<file path="src/rtl/move_recorder.sv">
// move_recorder: debounces the push-buttons and records the move sequence as a packed order vector.
// Ports: clk, rst_n (async, active-low); btn[4:0] raw buttons {UNDO,RIGHT,LEFT,DOWN,UP};
//        finish closes the sequence; ord (2 bits per move), cnt (move count), comp (sequence closed),
//        push (move appended pulse), ovf (direction rejected pulse).
module move_recorder #(
    parameter int DEB_CYCLES = 3000,
    parameter int MAX_MOVES  = 22
) (
    input  logic        clk,
    input  logic        rst_n,
    input  logic [4:0]  btn,
    input  logic        finish,
    output logic [43:0] ord,
    output logic [25:0] cnt,
    output logic        comp,
    output logic        push,
    output logic        ovf
);
    localparam int DW = $clog2(DEB_CYCLES);
    localparam logic [DW-1:0] DEB_LAST = DW'(DEB_CYCLES - 1);
    localparam logic [4:0] MAX = 5'(MAX_MOVES);
    typedef enum logic [1:0] {IDLE, DEB, HELD, REL} state_t;
    state_t state_q, state_d;
    logic [4:0] sync1_q, sync2_q;
    logic [4:0] vec_q, vec_d;
    logic [DW-1:0] deb_q, deb_d, deb_inc;
    logic fire;
    logic [43:0] ord_q, ord_d;
    logic [4:0] cnt_q, cnt_d;
    logic comp_q, comp_d, push_q, push_d, ovf_q, ovf_d;
    logic [1:0] code;
    logic [5:0] wr_idx, un_idx;
    always_ff @(posedge clk or negedge rst_n) begin
        if (!rst_n) begin
            sync1_q <= '0;
            sync2_q <= '0;
            state_q <= IDLE;
            vec_q   <= '0;
            deb_q   <= '0;
            ord_q   <= '0;
            cnt_q   <= '0;
            comp_q  <= 1'b0;
            push_q  <= 1'b0;
            ovf_q   <= 1'b0;
        end else begin
            sync1_q <= btn;
            sync2_q <= sync1_q;
            state_q <= state_d;
            vec_q   <= vec_d;
            deb_q   <= deb_d;
            ord_q   <= ord_d;
            cnt_q   <= cnt_d;
            comp_q  <= comp_d;
            push_q  <= push_d;
            ovf_q   <= ovf_d;
        end
    end
    // Debounce FSM: a press fires once after DEB_CYCLES identical samples; re-arming needs DEB_CYCLES zero samples.
    always_comb begin
        state_d = state_q;
        vec_d   = vec_q;
        deb_d   = deb_q;
        fire    = 1'b0;
        deb_inc = deb_q + DW'(1);
        case (state_q)
            IDLE: if (sync2_q != '0) begin
                vec_d   = sync2_q;
                deb_d   = '0;
                state_d = DEB;
            end
            DEB: if (sync2_q == '0) begin
                state_d = IDLE;
            end else if (sync2_q != vec_q) begin
                vec_d = sync2_q;
                deb_d = '0;
            end else begin
                deb_d = deb_inc;
                if (deb_inc == DEB_LAST) begin
                    fire    = 1'b1;
                    state_d = HELD;
                end
            end
            HELD: if (sync2_q == '0) begin
                deb_d   = '0;
                state_d = REL;
            end
            REL: if (sync2_q != '0) begin
                state_d = HELD;
            end else begin
                deb_d = deb_inc;
                if (deb_inc == DEB_LAST) state_d = IDLE;
            end
            default: state_d = IDLE;
        endcase
    end
    // Move store: UNDO beats every direction; UNDO also beats a comp set requested in the same cycle.
    always_comb begin
        ord_d  = ord_q;
        cnt_d  = cnt_q;
        push_d = 1'b0;
        ovf_d  = 1'b0;
        comp_d = comp_q | finish | (cnt_q == MAX);
        code   = vec_q[0] ? 2'b01 : vec_q[1] ? 2'b11 : vec_q[2] ? 2'b00 : 2'b10;
        wr_idx = {cnt_q, 1'b0};
        un_idx = {cnt_q - 5'd1, 1'b0};
        if (fire) begin
            if (vec_q[4]) begin
                if (cnt_q != '0) begin
                    cnt_d = cnt_q - 5'd1;
                    ord_d[un_idx +: 2] = 2'b00;
                    comp_d = 1'b0;
                end
            end else if (comp_q || cnt_q == MAX) begin
                ovf_d = 1'b1;
            end else begin
                ord_d[wr_idx +: 2] = code;
                cnt_d  = cnt_q + 5'd1;
                push_d = 1'b1;
            end
        end
    end
    assign ord  = ord_q;
    assign cnt  = {21'd0, cnt_q};
    assign comp = comp_q;
    assign push = push_q;
    assign ovf  = ovf_q;
endmodule
</file>
<file path="config.mk">
export PLATFORM = sky130hd
export DESIGN_NAME = move_recorder
export DESIGN_NICKNAME = d
export VERILOG_FILES = /design/src/rtl/move_recorder.sv
export SDC_FILE = /design/constraint.sdc
export NUM_CORES = 1
export LEC_CHECK = 0
export BUFFER_PORTS_ARGS = -buffer_cell sky130_fd_sc_hd__buf_4
export CELL_PAD_IN_SITES_DETAIL_PLACEMENT = 1
export CELL_PAD_IN_SITES_GLOBAL_PLACEMENT = 2
export CORE_MARGIN = 1.5
export CORE_UTILIZATION = 38
export CTS_CLUSTER_DIAMETER = 80
export DETAILED_ROUTE_END_ITERATION = 7
export HOLD_SLACK_MARGIN = 0.08
export PLACE_DENSITY_LB_ADDON = 0.1
export SYNTH_ARGS = -nofsm -noshare
export SYNTH_HDL_FRONTEND = slang
export SYNTH_SLANG_ARGS = --single-unit
</file>
<file path="constraint.sdc">
create_clock -name clk -period 9.8 [get_ports clk]
set_input_delay 0.49 -clock clk [delete_from_list [all_inputs] [get_ports clk]]
set_output_delay 0.49 -clock clk [all_outputs]
set_load 0.01 [all_outputs]
</file>
[After elaboration in Yosys (flattened, before gate mapping)]
Index checks and enable logic that the tools add are counted.
Cells by class
  equal/unequal tests: 16
  multipliers: 0
  mux-type cells: 42
  add/subtract/negate cells: 5
  shifts and indexed selects: 4
  bitwise operators: 2
  magnitude comparators: 0
  reduce and logical (&&, ||, !) cells: 10
  div/mod/pow operators: 0
Operator list (count)
  $mux W44: 3
  $bwmux W44: 2
  $shift A2 B8 Y44 const A: 2
  $mux W12: 5
  $pmux W12 S4: 1
  $shiftx A2 B8 Y44: 1
  $shiftx A2 B8 Y44 const A: 1
  $mux W5: 6
  $mux W2: 10
  $neg A6 Y8: 2
  $mux W1: 13
  $add A12 B1 Y12 const B: 1
  $eq A12 B12 Y1 const B: 1
  $ne A2 B2 Y1 const B: 6
  $pmux W5 S2: 1
  $reduce_bool A5 Y1: 2
  $ne A3 B3 Y1 const B: 3
  $pmux W2 S4: 1
  $reduce_and A4 Y1: 2
  $add A5 B1 Y5 const B: 1
  $eq A5 B5 Y1 const B: 1
  $logic_not A5 Y1: 1
  $ne A5 B5 Y1: 1
  $reduce_and A5 Y1: 1
  9 further kinds: 11
Storage, ports and cells
  bits in latches: 0
  word-level logic and storage cells: 89
  bits in writable memories: 0
  bits of input ports: 8
  ROM bits: 0
  flip-flop bits (word level): 81
  output and inout bits: 73
  memories: 0

[Depth between registers and ports, before layout]
  depth in word-level cells: 7
  gate-level depth with buffers: 12
  gate-level depth less buffers: 10

[Least setup slack after synthesis]
No wires, ideal clock.
  path type: register -> register
  start: register cnt_q[0]
  end: register ord_q[40], in the netlist ord[40]
  library setup time: 0.121 ns
  data required time: 9.679 ns
  path slack: 6.450 ns
  path buffers: 2
  stages on the path, launching flop included: 12
  period minus slack after synthesis: 3.350 ns
  data arrival time: 3.229 ns
  cell sequence: dfrtp_1 -> clkbuf_1 -> inv_1 -> ha_1 -> clkbuf_1 -> nand4bb_1 -> nor2b_1 -> mux2i_1 -> a2111oi_1 -> and3_1 -> o21ai_0 -> a22o_1
On the way
  word-level cells in the longest chain between the ends: 6
  elaborated cells between the ends (all ways): 18
  classes of those cells: add/sub: 3; eq/ne: 3; shift: 4; mux: 5; reduce/logical: 3
RTL lines
  start: declaration: line 29  | logic [4:0] cnt_q, cnt_d;
  start signal: assignment: line 52  | cnt_q <= cnt_d;
  $sub A5 B1 Y5 *: line 105  | un_idx = {cnt_q - 5'd1, 1'b0};
  named net un_idx[1]: line 32  | logic [5:0] wr_idx, un_idx;
  $neg A6 Y8 *: line 110  | ord_d[un_idx +: 2] = 2'b00;
  $shiftx A2 B8 Y44 / $shift A2 B8 Y44 (equally long branches): line 110
  $bwmux W44 *: line 110
  $mux W44 *: line 108  | if (cnt_q != '0) begin
  $mux W44 *: line 107  | if (vec_q[4]) begin
  end signal: assignment: line 51  | ord_q <= ord_d;
  end: declaration: line 28  | logic [43:0] ord_q, ord_d;
Mark *: on every way through the listed nets, which the timed path passes. The rest lies on a longest branch. The select of a mux whose other input is x is not followed.
A chain may end at the register's enable or synchronous reset.

[Worst setup path in the final report]
Ends and elaborated chain as after synthesis.

==> impl_metrics.json <==
{
  "status": "complete, no violations",
  "syn2layout_area_growth_pct": 16.6,
  "cap_violations": 0,
  "port_buffers": 59,
  "drt-initial-drc-count": 157,
  "synth_edf_count": 0,
  "synthCells": 504,
  "cts-root-buf": "clkbuf_16",
  "grt_usage_pct": 21.9,
  "vias": 3954,
  "ys_seq_area_share_pct": 42.8,
  "worstMarginPinSlew_ps": 1020,
  "final_cell_mix": "dfrtp_1 (81), buf_4 (62), nand2_1 (46)",
  "rsz0062_at_grt": "false",
  "first_pass_iters": 4,
  "p_leak_nw": 2.37,
  "die_x_microns": 115,
  "finalCritPeriodShare_pct": 38.0,
  "grt_max_degree": 82,
  "synth_area_per_cell_sq_um": 9.39,
  "antenna_cells": 0,
  "slew_headroom_pct": 32.1,
  "powerDensity_mw_per_mm2": 131,
  "place.gp.congestion": 0.889,
  "synth_top_area_share_pct": 42.8,
  "critPathArrivalTime_ps": 3960,
  "overflow": 0,
  "multi_input_area_sq_mm": 0.00243,
  "coreArea_sq_mm": 0.0121,
  "drv_slew": 0,
  "drive_above_1_share_pct": 19.5,
  "io_pins": 81,
  "finalWirelength_mm": 13.7,
  "yosys_warnings": 0,
  "cts_max_path_buffers": 2,
  "first_global_vias": 3921,
  "synth_largest_area_cell": "dfrtp_1",
  "setup-tns-final_ps": 0,
  "drc": 0,
  "dieHeight_microns": 115,
  "async_reset_ff_share_pct": 100,
  "fmax_mhz": 269,
  "final_area_sq_mm": 0.00552,
  "dieArea_sq_mm": 0.0131,
  "numCtsBuffers": 9,
  "htreeDepth": 3,
  "worst-setup-path-type": "reg -> reg",
  "cts_tree": "yes",
  "synth_area_leaders": "dfrtp_1 (43%), o21ai_0 (4.7%), nand2_1 (3.6%)",
  "via_per_inst": 5.47,
  "area.sequential_sq_mm": 0.00203,
  "row_count": 40,
  "hp-class": "in -> reg",
  "hpwl_mm": 9.94,
  "fin_util_pct": 45.8,
  "hold_viol": 0,
  "clock-sinks": 81,
  "peakVddDrop_v": 0.000110,
  "ys_ff_latch": 81,
  "start_util_pct": 39.3,
  "clk_pin_slew_ps": 70,
  "syn_area_sq_mm": 0.00473,
  "antenna_found_initial": 0,
  "final_common_cell": "dfrtp_1",
  "yosysUniqueCellTypes": 76,
  "worstPathRequired_ps": 10040,
  "clk_latency_ps": 350,
  "n_fill_cell": 1395,
  "ant_nets": 0,
  "ys.flop_type": "dfrtp_1",
  "cts_setup_buffers": 0,
  "worst-path-max-fanout": 19,
  "cts_hold_buf": 0,
  "fin_crit_ps": 3720,
  "nets": 568,
  "grt_pass1_wl_mm": 21.9,
  "endpoint_kind": "flip-flop",
  "crit_path_start_kind": "flip-flop",
  "placed_cell_area_sq_mm": 0.00521,
  "setup_violations": 0,
  "skew_ps": 6.93,
  "post_cts_resized": 0,
  "post_drt_wl_per_cell_microns": 19.0
}
## metrics by stage
| stage | setup WS [ps] | hold WS, ps | std cells | power [mW] |
|---|---|---|---|---|
| 6_report | 6080 | 244 | 723 | 0.725 |
| 5_1_grt | 5790 | 236 | 723 | 0.752 |
| 4_1_cts | 6170 | 236 | 723 | 0.736 |
| 3_5_place_dp | 6210 | 337 | 707 | 0.374 |
| 3_3_place_gp | 6390 | 333 | 707 | 0.373 |
| 2_1_floorplan | 6450 | 194 | 524 | 0.366 |
## synth_stat cells (3+ instances only)
library cell,number
mux2_2,8
nor3_1,14
o2bb2ai_1,6
and2_1,3
o22ai_1,5
xor2_1,8
nor2_1,38
o22a_1,5
a21o_1,4
o31a_1,3
buf_4,21
o32ai_1,5
and3_1,17
nand3_1,18
nor4b_1,3
buf_2,4
a32o_1,7
o21a_1,3
or3b_2,3
clkbuf_1,18
xnor2_1,9
o41ai_1,3
o21ai_2,4
o31ai_1,6
nor4_1,3
a21boi_0,3
o21ai_0,44
dfrtp_1,81
ha_1,10
a31oi_1,4
inv_1,21
a22o_1,12
nand3b_1,3
nand2_1,46
nand2b_1,5
or4_1,3
## routing by layer
layer	global-route usage [%]	part of all wire, %	up-vias
met5	0	0	-
met2	35.2	48	83
li1	-	-	1895
met4	6.58	1.2	0
met1	30.2	47	1964
met3	3.97	3.8	12
## area by class of cell
cell class	instances	share of cell area, %
Tap cell	168	3.81
Multi-Input combinational cell	375	44.0
Clock buffer	11	4.58
Clock inverter	5	1.09
Timing Repair Buffer	62	8.43
Sequential cell	81	36.7
Inverter	21	1.43
## power by group
part	total (mW)	switching, mW	internal (mW)
Sequential	0.342	0.00397	0.338
Clock	0.358	0.145	0.213
Combinational	0.0249	0.0182	0.00674
## state kept, by name, summed over array words and instances, names as in the netlist, named ones only
register	count
vec_q	5
state_q	1
sync1_q	5
ord	44
deb_q	12
cnt_q	5
ovf	1
comp	1
sync2_q	5
push	1
## worst max-delay path, cell delays in order, from the launching register on
cell and delay [ps]:
dfrtp_1 690, inv_1 260, ha_1 480, o41ai_1 620, nand2_1 330, nor3_1 580
and2_1 260, o21ai_0 130, a22o_1 250
## logic make-up after synthesis
group / Yosys count / synth area share, %
AND/OR/NAND/NOR: 177 / 19.8
buffers and inverters: 68 / 7.48
other: 1 / 0.0792
AO/OA/AOI/OAI: 141 / 22.0
flip-flops: 81 / 42.8
multiplexers: 9 / 2.11
XOR/XNOR: 17 / 3.14
adder cells (fa/ha/maj): 10 / 2.64
## path summary, 6_finish.rpt
kind,startpoint,to,slack (ps),depth (start not counted)
setup / recovery,cnt_q[0],ord[40],6080,8
hold / removal,btn[3],sync1_q[3],240,1
setup reg to reg,cnt_q[0],ord[40],6080,8
hold reg to reg,sync1_q[1],sync2_q[1],350,0
max in group asynchronous,rst_n,ord[29],8840,1
min in group asynchronous,rst_n,cnt_q[4],320,1
No activity file was read; power rests on OpenSTA's default activity.
